File: config.mk
export PLATFORM = sky130hd
export DESIGN_NAME = local_net_iface
export DESIGN_NICKNAME = d
export VERILOG_FILES = /design/src/rtl/local_net_iface.sv
export SDC_FILE = /design/constraint.sdc
export NUM_CORES = 1
export LEC_CHECK = 0
export CORE_ASPECT_RATIO = 1.75
export CORE_UTILIZATION = 51
export DETAILED_ROUTE_END_ITERATION = 6
export PLACE_DENSITY = 0.91
export SYNTH_ARGS = -nofsm -noshare
export SYNTH_HDL_FRONTEND = slang
export SYNTH_SLANG_ARGS = --single-unit
export TNS_END_PERCENT = 20
File: constraint.sdc
create_clock -name clk -period 3 [get_ports clk]
set_input_delay 0.6 -clock clk [delete_from_list [all_inputs] [get_ports clk]]
set_output_delay 0.6 -clock clk [all_outputs]
set_load 0.03 [all_outputs]
File: src/rtl/local_net_iface.sv
// Local-port network interface: PE <-> router L port.
// Tx side injects {payload,dest} flits under credit flow control; Rx side buffers
// router flits for the PE and returns one credit per consumed flit.
module local_net_iface #(
  parameter int unsigned XCOORD     = 4'b1111,
  parameter int unsigned YCOORD     = 4'b1111,
  parameter logic [7:0]  LOCAL_ADDR = 8'h00,
  parameter int unsigned TX_CREDITS = 4,
  parameter int unsigned RX_DEPTH   = 4
) (
  input  logic        clk,
  input  logic        rst,
  input  logic [7:0]  pe_tx_data,
  input  logic [7:0]  pe_tx_dest,
  input  logic        pe_tx_valid,
  output logic        pe_tx_ready,
  output logic [15:0] L_data_o,
  output logic        L_enable_o,
  input  logic        L_credit_i,
  input  logic [15:0] L_data_i,
  input  logic        L_enable_i,
  output logic        L_credit_o,
  output logic [15:0] pe_rx_data,
  output logic        pe_rx_valid,
  input  logic        pe_rx_ready,
  output logic [7:0]  misroute_cnt,
  output logic        rx_overflow
);

  localparam int unsigned CW = $clog2(TX_CREDITS + 1);
  localparam int unsigned AW = $clog2(RX_DEPTH);
  localparam logic [CW-1:0] CRED_MAX = CW'(TX_CREDITS);
  localparam logic [CW-1:0] CRED_ONE = CW'(1);
  localparam logic [AW:0]   PTR_ONE  = (AW + 1)'(1);

  if (TX_CREDITS < 1 || TX_CREDITS > 15 || RX_DEPTH < 2 ||
      (RX_DEPTH & (RX_DEPTH - 1)) != 0 || XCOORD > 15 || YCOORD > 15) begin : g_bad_params
    $error("local_net_iface: illegal parameter set");
  end

  logic            r_rst_q;
  logic [CW-1:0]   r_credits;
  logic [15:0]     r_l_data;
  logic            r_l_enable;
  logic            r_l_credit;
  logic [AW:0]     r_wr_ptr;
  logic [AW:0]     r_rd_ptr;
  logic [15:0]     r_mem [RX_DEPTH];
  logic [7:0]      r_misroute;
  logic            r_overflow;

  logic            w_tx_ready;
  logic            w_tx_fire;
  logic            w_empty;
  logic            w_full;
  logic            w_pop;
  logic            w_wr_ok;

  // Handshake and FIFO status decode from registered state only.
  always_comb begin
    w_tx_ready = !r_rst_q && (r_credits != '0);
    w_tx_fire  = pe_tx_valid && w_tx_ready;
    w_empty    = (r_wr_ptr == r_rd_ptr);
    w_full     = (r_wr_ptr[AW] != r_rd_ptr[AW]) &&
                 (r_wr_ptr[AW-1:0] == r_rd_ptr[AW-1:0]);
    w_pop      = !w_empty && pe_rx_ready;
    // A pop in the same cycle frees the slot, so a write into a full FIFO is accepted.
    w_wr_ok    = L_enable_i && (!w_full || w_pop);
  end

  // Tx path: credit counter and one-cycle injection register.
  always_ff @(posedge clk) begin
    r_rst_q <= rst;
    if (rst) begin
      r_credits  <= CRED_MAX;
      r_l_data   <= '0;
      r_l_enable <= 1'b0;
    end else begin
      r_l_enable <= w_tx_fire;
      if (w_tx_fire) r_l_data <= {pe_tx_data, pe_tx_dest};
      if (L_credit_i && !w_tx_fire) begin
        if (r_credits != CRED_MAX) r_credits <= r_credits + CRED_ONE;
      end else if (w_tx_fire && !L_credit_i) begin
        r_credits <= r_credits - CRED_ONE;
      end
    end
  end

  // Rx path: pointers, credit return, misroute counter, sticky overflow.
  always_ff @(posedge clk) begin
    if (rst) begin
      r_wr_ptr   <= '0;
      r_rd_ptr   <= '0;
      r_l_credit <= 1'b0;
      r_misroute <= '0;
      r_overflow <= 1'b0;
    end else begin
      r_l_credit <= w_pop;
      if (w_pop) r_rd_ptr <= r_rd_ptr + PTR_ONE;
      if (w_wr_ok) begin
        r_wr_ptr <= r_wr_ptr + PTR_ONE;
        if (L_data_i[7:0] != LOCAL_ADDR && r_misroute != '1)
          r_misroute <= r_misroute + 8'd1;
      end
      if (L_enable_i && !w_wr_ok) r_overflow <= 1'b1;
    end
  end

  // Rx storage; contents are only observed through the non-empty head.
  always_ff @(posedge clk) begin
    if (!rst && w_wr_ok) r_mem[r_wr_ptr[AW-1:0]] <= L_data_i;
  end

  a_credit_overflow: assert property (@(posedge clk) disable iff (rst)
    !(L_credit_i && !w_tx_fire && r_credits == CRED_MAX));

  assign pe_tx_ready  = w_tx_ready;
  assign L_data_o     = r_l_data;
  assign L_enable_o   = r_l_enable;
  assign L_credit_o   = r_l_credit;
  assign pe_rx_valid  = !w_empty;
  assign pe_rx_data   = w_empty ? '0 : r_mem[r_rd_ptr[AW-1:0]];
  assign misroute_cnt = r_misroute;
  assign rx_overflow  = r_overflow;

endmodule
==> results.json <==
{
  "power_density_mw_per_mm2": 644,
  "place.gp.congestion": 0.757,
  "routedWlPerCell_um": 16.1,
  "io_pins": 83,
  "ant_nets": 0,
  "synth_nets": 351,
  "vias_per_cell": 5.46,
  "min_path_type": "reg2reg",
  "num_vias": 2649,
  "start_kind": "register",
  "worst-path-max-fanout": 16,
  "cts_buffer_depth": 2,
  "cts_tree": "done",
  "synthXorXnorAreaFrac": 0.0192,
  "syn_area_sq_mm": 0.00411,
  "grt.overflow.total": 0,
  "fill_cells": 559,
  "synth_edf_count": 64,
  "critPathCaptureType": "output pin",
  "synth.mux.area_fraction": 0.0977,
  "clk_latency_ps": 340,
  "ctsResizeCount": 0,
  "drive_gt1_frac": 0.101,
  "dieWidth_um": 69.9,
  "outcome": "finished, final reports clean",
  "relSlewSlack": 0.449,
  "post-place-cells": 469,
  "fin_crit_sh": 0.957,
  "max_freq_mhz": 348,
  "track_usage": 0.200,
  "synthTopCellsByArea": "edfxtp_1, dfxtp_1, mux4_2",
  "grt_antenna_before_repair": 0,
  "synthAdderAreaFrac": 0.0231,
  "die_h_um": 121,
  "io_buffers": 82,
  "place_hpwl_um": 5380,
  "final_cells": 485,
  "rsz0062_at_grt": "no",
  "core_area_sq_mm": 0.00786,
  "ir_worst_vdd_v": 0.000536,
  "post-synth-top-area-cell": "edfxtp_1",
  "post-route-drc-count": 0,
  "cts_buffers": 9,
  "first_global_vias": 2707,
  "clockRootBuffer": "clkbuf_16",
  "postCtsSetupBuffers": 0,
  "crit_arrival_ps": 2270,
  "hold_buffers": 0,
  "synth_cell_types": 35,
  "drt-pass1-iter-count": 4,
  "cpPeakStageDelay_ps": 580,
  "synth.top_cell.area_share": 0.468,
  "antenna-diode-count": 0,
  "h-tree-depth": 3,
  "ys_seq_elements": 103,
  "yosysWarnings": 0,
  "hold_viol_final": 0,
  "timing.max_cap.violations": 0,
  "final_cell_area_sq_mm": 0.00531,
  "synth_simple_gate_area_share": 0.128,
  "synth_async_sr_flop_share": 0,
  "finalSetupTns_ps": 0,
  "synth_top_family_by_area": "simple AND/OR/NAND/NOR gates",
  "period_needed_ps": 2870,
  "final_nets": 435,
  "path_clk_slew_ps": 60,
  "syn_avg_cell_area_sq_um": 13.4,
  "worst-slew-pin-transition_ps": 827,
  "drt_iter0_markers": 218,
  "row_count": 43,
  "place_area_sq_mm": 0.00502,
  "fin_skew_ps": 9.06,
  "syn2layout_area_growth_pct": 29.1,
  "dieArea_sq_mm": 0.00843,
  "postSynthCellCount": 306,
  "start_util": 0.523,
  "worstPathCellList": "buf_4 > mux4_2 > and2_1 > clkdlybuf4s50_1",
  "grt_pass1_wl_um": 12800,
  "p_leak_nw": 1.82,
  "setup_viol": 0,
  "crit_slowest_cell": "clkdlybuf4s50_1",
  "cp.required_ps": 2400,
  "worstSetupPathType": "reg2out",
  "grt_start_max_net_pins": 40,
  "seq_area_frac_synth": 0.658,
  "synthFlopType": "edfxtp_1",
  "synth-compound-area-share": 0.0527,
  "finalMaxSlewViolations": 0,
  "routed_wl_um": 7790,
  "clock-sinks": 103
}
[synthesized netlist by cell type, types with 2 or more instances]
| library cell | count |
|---|---|
| nand2b_1 | 2 |
| dfxtp_1 | 39 |
| nor2_1 | 17 |
| nor2b_1 | 3 |
| nor4_1 | 2 |
| a21oi_1 | 28 |
| or3_1 | 4 |
| or3_2 | 3 |
| nand4_1 | 2 |
| nand3_1 | 7 |
| xor2_1 | 5 |
| and2_1 | 21 |
| mux4_2 | 16 |
| mux2i_1 | 3 |
| edfxtp_1 | 64 |
| buf_2 | 2 |
| o21ai_0 | 5 |
| clkbuf_1 | 11 |
| inv_1 | 6 |
| nand2_1 | 43 |
| xnor2_1 | 4 |
| ha_1 | 6 |
[sequential cells by signal, summed over array words and instances (netlist names), named ones only]
signal        cells
r_wr_ptr          3
r_mem            64
r_rst_q           1
L_data_o         16
r_rd_ptr          3
rx_overflow       1
L_credit_o        1
L_enable_o        1
r_credits         3
misroute_cnt      8
[final timing paths]
| check | startpoint | to | slack, ps | cells past startpoint |
|---|---|---|---|---|
| worst max register to register | r_credits[0] | r_credits[2] | 810 | 6 |
| worst min-delay path | L_data_o[4] | L_data_o[4] | 450 | 2 |
| worst min register to register | L_data_o[4] | L_data_o[4] | 450 | 2 |
| worst max-delay path | register | pe_rx_data[5] | 130 | 4 |
[cells in the final DEF (no fill, tap or decap), types with 4 or more instances in the layout]
cell type	Yosys	final
inv_1	6	6
xnor2_1	4	4
mux4_2	16	16
or3_1	4	4
nor2_1	17	17
clkdlybuf4s50_1	0	82
and2_1	21	21
o21ai_0	5	5
ha_1	6	6
edfxtp_1	64	64
buf_4	0	6
nand2_1	43	43
dfxtp_1	39	39
clkbuf_16	0	9
nand3_1	7	7
a21oi_1	28	28
xor2_1	5	5
[stage by stage]
step                      setup slack, ps  hold slack, ps  total power, mW   util
final                                 130             453             3.42  0.675
after global placement                496             441             2.32  0.639
after global routing                 18.2             474             3.56  0.675
after CTS                            91.6             456             3.45  0.675
after detailed placement              406             449             2.34  0.639
after floorplan                       502             490             2.05      -
[report_power, final]
part / total, mW / internal (mW) / switching [mW]
clock: 1.12 / 0.644 / 0.474
sequential: 1.59 / 1.56 / 0.0354
combinational: 0.709 / 0.333 / 0.376
total: 3.42 / 2.53 / 0.885
[final cells by class]
cell class	count	area [sq um]	area share
Sequential cell	103	2700	0.509
Multi-Input combinational cell	182	1320	0.248
Timing Repair Buffer	88	866	0.163
Clock buffer	12	236	0.0446
Tap cell	90	113	0.0212
Clock inverter	4	47.5	0.00896
Inverter	6	22.5	0.00425
[logic make-up after synthesis]
kind of cell | after synthesis
simple gates | 108
flops | 103
compound gates | 38
buf+inv | 21
mux | 20
xor+xnor | 9
fa+ha+maj | 7
[critical path, delay by kind of cell, from the launching register on]
kind,cells,cell delay (ps)
buffers and inverters,2,880
multiplexers,1,570
flip-flops,1,300
AND/OR/NAND/NOR,1,170
[layer usage]
metal | wire length [um] | up-vias | track usage
li1 | - | 1268 | -
met1 | 2950 | 1275 | 0.209
met2 | 4190 | 98 | 0.358
met3 | 584 | 8 | 0.0750
met4 | 68 | 0 | 0.0788
met5 | 0 | - | 0
Note: power is estimated with default switching activity, not from simulation.
